===== config.mk =====
export PLATFORM = sky130hd
export DESIGN_NAME = keyboard_note_sequencer
export DESIGN_NICKNAME = d
export VERILOG_FILES = /design/src/rtl/keyboard_note_sequencer.sv
export SDC_FILE = /design/constraint.sdc
export NUM_CORES = 1
export LEC_CHECK = 0
export CELL_PAD_IN_SITES_DETAIL_PLACEMENT = 0
export CELL_PAD_IN_SITES_GLOBAL_PLACEMENT = 2
export CORE_MARGIN = 4
export CORE_UTILIZATION = 46
export CTS_CLUSTER_SIZE = 8
export DETAILED_ROUTE_END_ITERATION = 16
export GPL_ROUTABILITY_DRIVEN = 0
export PLACE_DENSITY_LB_ADDON = 0.15
export SYNTH_ARGS = -nofsm -noshare
export SYNTH_HDL_FRONTEND = slang
export SYNTH_SLANG_ARGS = --single-unit

===== constraint.sdc =====
create_clock -name clk -period 6.1 [get_ports clk]
set_clock_uncertainty 0.2 [all_clocks]
set_input_delay 1.22 -clock clk [delete_from_list [all_inputs] [get_ports clk]]
set_output_delay 1.22 -clock clk [all_outputs]
set_load 0.02 [all_outputs]

===== src/rtl/keyboard_note_sequencer.sv =====
// rtl/keyboard_note_sequencer.sv - bus-programmable melody sequencer with keyboard tone override
`timescale 1ns/1ps
module keyboard_note_sequencer #(
  parameter int CLK_HZ = 25_000_000,
  parameter int DEPTH  = 16,
  parameter int GAP_MS = 10
) (
  input  logic        clk,
  input  logic        reset,
  input  logic [31:0] d_in,
  input  logic        cs,
  input  logic [31:0] addr,
  input  logic        rd,
  input  logic        wr,
  output logic [31:0] d_out,
  input  logic [3:0]  buttons_in,
  output logic [31:0] freq_out,
  output logic        playing
);

  localparam int              IW        = $clog2(DEPTH);
  localparam logic [IW-1:0]   LAST_IDX  = IW'(DEPTH - 1);
  localparam logic [31:0]     TICK_LAST = 32'(CLK_HZ / 1000 - 1);
  localparam logic [15:0]     GAP_LD    = 16'(GAP_MS);
  localparam logic [31:0]     NOTE_C4   = 32'(CLK_HZ / (2 * 262));
  localparam logic [31:0]     NOTE_D4   = 32'(CLK_HZ / (2 * 294));
  localparam logic [31:0]     NOTE_E4   = 32'(CLK_HZ / (2 * 330));
  localparam logic [31:0]     NOTE_F4   = 32'(CLK_HZ / (2 * 349));

  localparam logic [4:0] A_CTRL   = 5'h00;
  localparam logic [4:0] A_WIDX   = 5'h04;
  localparam logic [4:0] A_NOTE   = 5'h08;
  localparam logic [4:0] A_STATUS = 5'h0C;

  typedef enum logic [1:0] {IDLE, LOAD, PLAY, GAP} state_t;

  state_t        state_q, state_d;
  logic          loop_q, loop_d;
  logic [IW-1:0] widx_q, widx_d;
  logic [IW-1:0] cur_idx_q, cur_idx_d;
  logic [19:0]   cur_freq_q, cur_freq_d;
  logic [11:0]   dur_cnt_q, dur_cnt_d;
  logic [15:0]   gap_cnt_q, gap_cnt_d;
  logic [31:0]   presc_q, presc_d;
  logic [31:0]   d_out_q, d_out_d;
  logic [31:0]   freq_q, freq_d;

  logic [31:0]   mem [DEPTH];

  logic [4:0]    a;
  logic          wr_en, rd_en;
  logic          ctrl_wr, widx_wr, note_wr;
  logic          start_req, stop_req;
  logic          btn_any, cnt_run, tick, adv;
  logic [31:0]   entry;
  logic [31:0]   rdata;
  logic          unused_addr;

  assign a           = addr[4:0];
  assign unused_addr = ^addr[31:5];
  assign wr_en       = cs & wr;
  assign rd_en       = cs & rd;
  assign ctrl_wr     = wr_en && (a == A_CTRL);
  assign widx_wr     = wr_en && (a == A_WIDX);
  assign note_wr     = wr_en && (a == A_NOTE);
  assign start_req   = ctrl_wr & d_in[0];
  assign stop_req    = ctrl_wr & d_in[1];

  assign btn_any     = |buttons_in;
  // Counters only run in PLAY/GAP and freeze while a key is held so playback resumes in place.
  assign cnt_run     = ((state_q == PLAY) || (state_q == GAP)) && !btn_any;
  assign tick        = cnt_run && (presc_q == TICK_LAST);
  assign entry       = mem[cur_idx_q];

  assign playing     = (state_q != IDLE);
  assign d_out       = d_out_q;
  assign freq_out    = freq_q;

  // Note memory: written from the bus only, never reset.
  always_ff @(posedge clk) begin
    if (note_wr) begin
      mem[widx_q] <= d_in;
    end
  end

  // Control register and note write pointer.
  always_comb begin
    loop_d = loop_q;
    widx_d = widx_q;
    if (ctrl_wr) begin
      loop_d = d_in[2];
    end
    if (widx_wr) begin
      widx_d = d_in[IW-1:0];
    end else if (note_wr) begin
      widx_d = (widx_q == LAST_IDX) ? '0 : widx_q + IW'(1);
    end
  end

  // Sequencer next state: list walk, ms prescaler and duration/gap counting.
  always_comb begin
    state_d    = state_q;
    cur_idx_d  = cur_idx_q;
    cur_freq_d = cur_freq_q;
    dur_cnt_d  = dur_cnt_q;
    gap_cnt_d  = gap_cnt_q;
    presc_d    = presc_q;
    adv        = 1'b0;

    if (cnt_run) begin
      presc_d = tick ? 32'd0 : presc_q + 32'd1;
    end

    case (state_q)
      IDLE: begin
        presc_d = 32'd0;
      end
      LOAD: begin
        // Holding the prescaler at zero here clears it on every entry to PLAY.
        presc_d = 32'd0;
        if (entry[31:20] == 12'd0) begin
          // Only wrap on a marker past entry 0, otherwise an empty list would spin forever.
          if (loop_q && (cur_idx_q != '0)) begin
            cur_idx_d = '0;
            state_d   = LOAD;
          end else begin
            state_d = IDLE;
          end
        end else begin
          cur_freq_d = entry[19:0];
          dur_cnt_d  = entry[31:20];
          state_d    = PLAY;
        end
      end
      PLAY: begin
        if (tick) begin
          if (dur_cnt_q <= 12'd1) begin
            if (GAP_MS == 0) begin
              adv = 1'b1;
            end else begin
              gap_cnt_d = GAP_LD;
              state_d   = GAP;
            end
          end else begin
            dur_cnt_d = dur_cnt_q - 12'd1;
          end
        end
      end
      GAP: begin
        if (tick) begin
          if (gap_cnt_q <= 16'd1) begin
            adv = 1'b1;
          end else begin
            gap_cnt_d = gap_cnt_q - 16'd1;
          end
        end
      end
      default: begin
        state_d = IDLE;
      end
    endcase

    if (adv) begin
      if (cur_idx_q == LAST_IDX) begin
        if (loop_q) begin
          cur_idx_d = '0;
          state_d   = LOAD;
        end else begin
          state_d = IDLE;
        end
      end else begin
        cur_idx_d = cur_idx_q + IW'(1);
        state_d   = LOAD;
      end
    end

    if (start_req) begin
      cur_idx_d = '0;
      state_d   = LOAD;
    end
    if (stop_req) begin
      state_d = IDLE;
    end
  end

  // Tone arbitration and bus read mux.
  always_comb begin
    freq_d = 32'd0;
    if (buttons_in[0]) begin
      freq_d = NOTE_C4;
    end else if (buttons_in[1]) begin
      freq_d = NOTE_D4;
    end else if (buttons_in[2]) begin
      freq_d = NOTE_E4;
    end else if (buttons_in[3]) begin
      freq_d = NOTE_F4;
    end else if (state_q == PLAY) begin
      freq_d = {12'd0, cur_freq_q};
    end

    rdata = 32'd0;
    case (a)
      A_CTRL:   rdata = {29'd0, loop_q, 1'b0, playing};
      A_WIDX:   rdata = {28'd0, 4'(widx_q)};
      A_NOTE:   rdata = mem[widx_q];
      A_STATUS: rdata = {20'd0, 4'(cur_idx_q), 3'd0, playing, buttons_in};
      default:  rdata = 32'd0;
    endcase
    d_out_d = rd_en ? rdata : 32'd0;
  end

  // State and output registers with asynchronous reset.
  always_ff @(posedge clk or posedge reset) begin
    if (reset) begin
      state_q    <= IDLE;
      loop_q     <= 1'b0;
      widx_q     <= '0;
      cur_idx_q  <= '0;
      cur_freq_q <= 20'd0;
      dur_cnt_q  <= 12'd0;
      gap_cnt_q  <= 16'd0;
      presc_q    <= 32'd0;
      d_out_q    <= 32'd0;
      freq_q     <= 32'd0;
    end else begin
      state_q    <= state_d;
      loop_q     <= loop_d;
      widx_q     <= widx_d;
      cur_idx_q  <= cur_idx_d;
      cur_freq_q <= cur_freq_d;
      dur_cnt_q  <= dur_cnt_d;
      gap_cnt_q  <= gap_cnt_d;
      presc_q    <= presc_d;
      d_out_q    <= d_out_d;
      freq_q     <= freq_d;
    end
  end

endmodule


==> results.toml <==
[global_route]
gr-total-overflow = 0
most_used_routing_layer_in_global_routing = "met2"
grt_start_max_net_pins = 85
grt_pass1_vias = 18133
track_usage = 0.232
grt_pass1_wl_mm = 121
globalRouteMet2Util = 0.373
globalRouteMet1Util = 0.338
grt_antenna_before_repair = 6
groute.layer.met3.usage = 0.0390

[layout]
antenna-diode-count = 0
synthToLayoutAreaGrowth_pct = 15.9
post_route_cells_drive_above_1_share = 0.270
finalCoreUtilization = 0.542
final_nets = 1935
n_fill_cell = 5079

[hold_path]
hold_path_startpoint = "cur_freq_q[18]"
class_of_the_tightest_hold_or_removal_check = "reg -> reg"
holdPathEnd = "cur_freq_q[18]"
min_path_cells = 1

[setup_path]
timing.critical_path.fanout_max = 55
critical_path_required_ns = 6.36
regToRegSetupSlack_ns = 1.57
setup.worst_path.class = "reg -> reg"
setup.worst_path.end_class = "flop"
worst-endpoint-arrival_ns = 4.79
reg2regPathDepth = 6
timing.rr.end = "dur_cnt_q[5]"
r2r_start = "cur_idx_q[0]"
timing.critical_path.from_type = "flop"

[synth]
async_flop_share = 0.218
post_synth_inst_count = 1717
syn_area_sq_um = 30300
ys_seq_area_frac = 0.625
synth.distinct_cells = 71
postSynthAreaPerCell_sq_um = 17.7
synth-warning-count = 0
ys_dominant_reg_cell = "edfxtp_1"
synth_edf_count = 512
ys_ff_latch = 655

[power_and_ir_drop]
power_frac_clock = 0.421
power.combinational.fraction = 0.126
total_power_density_per_cell_area_nw_per_um2 = 319
switching_share = 0.243
power.sequential.fraction = 0.454
internal_power_mw = 8.48
power.net_switching_mw = 2.73
power.leakage_nw = 11.6
ir_drop_uv = 282

[floorplan]
die-area_sq_um = 70100
die_boundary_width_um = 265
placement_rows = 93
num_io_pins = 138
core_sq_um = 64900
start_util = 0.467
die_y_um = 265

[run]
max-cap-violations = 0

[timing]
fmax_ghz = 0.221
worstMarginPinSlew_ns = 1.25
maxSlewViolCount = 0
setup_viol = 0
relSlewSlack = 0.163
layout_worst_path_cycle_share = 0.743
minimum_period_implied_by_the_final_worst_setup_slack_ns = 4.53
timing_hold_violations_final = 0
tns_ns = 0
grt_setup_unrepaired = "false"

[cts]
cts-resized-gates = 0
clockRootBuffer = "clkbuf_16"
htree_num_levels = 3
cts.repair_timing.setup_buffer_count = 0
cts-hold-fix-buffers = 0
cts_num_sinks = 655
clk_pin_slew_ns = 0.06
clock_latency_ns = 0.64
clk_path_buf_depth = 3
cts_buffers = 92
cts_tree = "yes"

[placed_design]
place.detailed.hpwl_mm = 47.5
portBuffers = 98

[detailed_routing]
totalWireLength_mm = 80.7
detail-route-antenna-nets = 0
drt_pass1_iterations = 5
drcViolationCount = 0
routedWlPerCell_um = 29.1
route.vias.total = 17327
initialDrtViolationCount = 1839
route.detailed.vias_per_inst = 6.24

[status]
run_status = "finished clean"
==> final cells by class <==
| type | instances | area [sq um] | area share |
|---|---|---|---|
| sequential | 655 | 19000 | 0.539 |
| multi-input combinational | 928 | 10900 | 0.310 |
| clock buffer | 161 | 2580 | 0.0734 |
| timing repair buffer | 149 | 1480 | 0.0420 |
| tap | 855 | 1070 | 0.0304 |
| inverter | 25 | 98.8 | 0.00281 |
| clock inverter | 5 | 72.6 | 0.00206 |
==> worst max-delay path, cell delays in order, from the launching register on <==
cell	delay [ns]
dfrtp_4	0.75
buf_12	0.45
mux4_2	0.58
a221oi_1	0.82
nand4_1	0.75
a2111oi_0	0.64
a311oi_1	0.10
==> how the worst max path moves through the flow <==
| stage | from | end | slack [ns] | cells after the start |
|---|---|---|---|---|
| after detailed placement | buttons_in[1] | presc_q[23] | 1.21 | 8 |
| after global placement | buttons_in[1] | presc_q[23] | 1.29 | 8 |
| final | cur_idx_q[0] | dur_cnt_q[5] | 1.57 | 6 |
| after global routing | cur_idx_q[0] | cur_idx_q[1] | 1.24 | 6 |
| after floorplan | reset | cur_freq_q[0] | 0.84 | 1 |
| after CTS | cur_idx_q[0] | dur_cnt_q[5] | 1.54 | 6 |
==> power groups by stage <==
| stage | Clock [mW] | Combinational, mW | Sequential [mW] |
|---|---|---|---|
| detailed placement | 0 | 1.42 | 5.17 |
| global placement | 0 | 1.41 | 5.17 |
| floorplan | 0 | 1.09 | 5.05 |
| CTS | 4.81 | 1.42 | 5.08 |
| global route | 5.03 | 1.52 | 5.10 |
| finish | 4.72 | 1.41 | 5.08 |
==> flip-flops by register name, summed over array words and instances, names as in the netlist <==
register	count
cur_freq_q	20
cur_idx_q	4
d_out	32
dur_cnt_q	12
freq_out	20
gap_cnt_q	16
loop_q	1
mem	512
presc_q	32
state_q	2
widx_q	4
==> placed cells by master, fill, tap and decap left out, types with 6 or more instances in the layout <==
cell / count
a221oi_1: 7
buf_12: 9
and3_1: 23
a311oi_1: 6
a31oi_1: 15
o21ai_0: 65
a21oi_1: 28
conb_1: 12
a22oi_1: 9
edfxtp_1: 512
nor2_4: 12
nand2_1: 79
xor2_1: 12
or3_1: 11
a22o_1: 8
clkbuf_16: 93
mux4_2: 306
nor2b_1: 31
and4_1: 6
ha_1: 11
nand4_1: 16
and2_1: 13
nor3_1: 23
o31ai_1: 6
nor4_1: 17
mux2_4: 19
nand3_1: 31
dfrtp_1: 136
clkdlybuf4s50_1: 98
xnor2_1: 10
inv_1: 22
mux2i_1: 11
buf_4: 42
nor2_1: 57
clkbuf_1: 68
==> through the flow <==
stage          hold WS [ns]  total power [mW]  setup WS (ns)  instances  cell area [sq um]
6_report              0.303              11.2           1.57       2778              35200
5_1_grt               0.321              11.6           1.24       2778              35200
4_1_cts               0.304              11.3           1.54       2778              35200
3_5_place_dp          0.289              6.58           1.21       2612              32500
3_3_place_gp          0.285              6.57           1.29       2612              32500
2_1_floorplan         0.247              6.14          0.842       1728              30400
==> routing by layer <==
layer	vias up	wire length (um)
li1	7369	-
met1	9227	34800
met2	613	39000
met3	114	5400
met4	4	1450
met5	-	25
==> cells in the mapped netlist (all sizes together) (11+ instances only) <==
cell type | instances | area (sq um)
mux2 | 24 | 342
nand2 | 79 | 297
nor2b | 32 | 200
a21oi | 29 | 156
and2 | 15 | 93.8
nand4 | 16 | 100
mux2i | 11 | 110
and3 | 23 | 144
dfrtp | 143 | 3580
nand3 | 32 | 160
buf | 52 | 302
ha | 11 | 138
a31oi | 15 | 93.8
clkbuf | 68 | 255
mux4 | 306 | 6890
nor4 | 18 | 119
or3 | 11 | 68.8
nor2 | 69 | 259
nor3 | 28 | 145
xor2 | 12 | 105
inv | 24 | 90.1
edfxtp | 512 | 15400
o21ai | 65 | 325
==> logic make-up after synthesis <==
kind of cell | synth area share
AO/OA/AOI/OAI | 0.0414
XOR/XNOR | 0.00635
adder cells (fa/ha/maj) | 0.00454
buffers and inverters | 0.0214
flip-flops | 0.625
multiplexers | 0.242
other | 0.000124
AND/OR/NAND/NOR | 0.0595
Note: power is estimated with default switching activity, not from simulation.
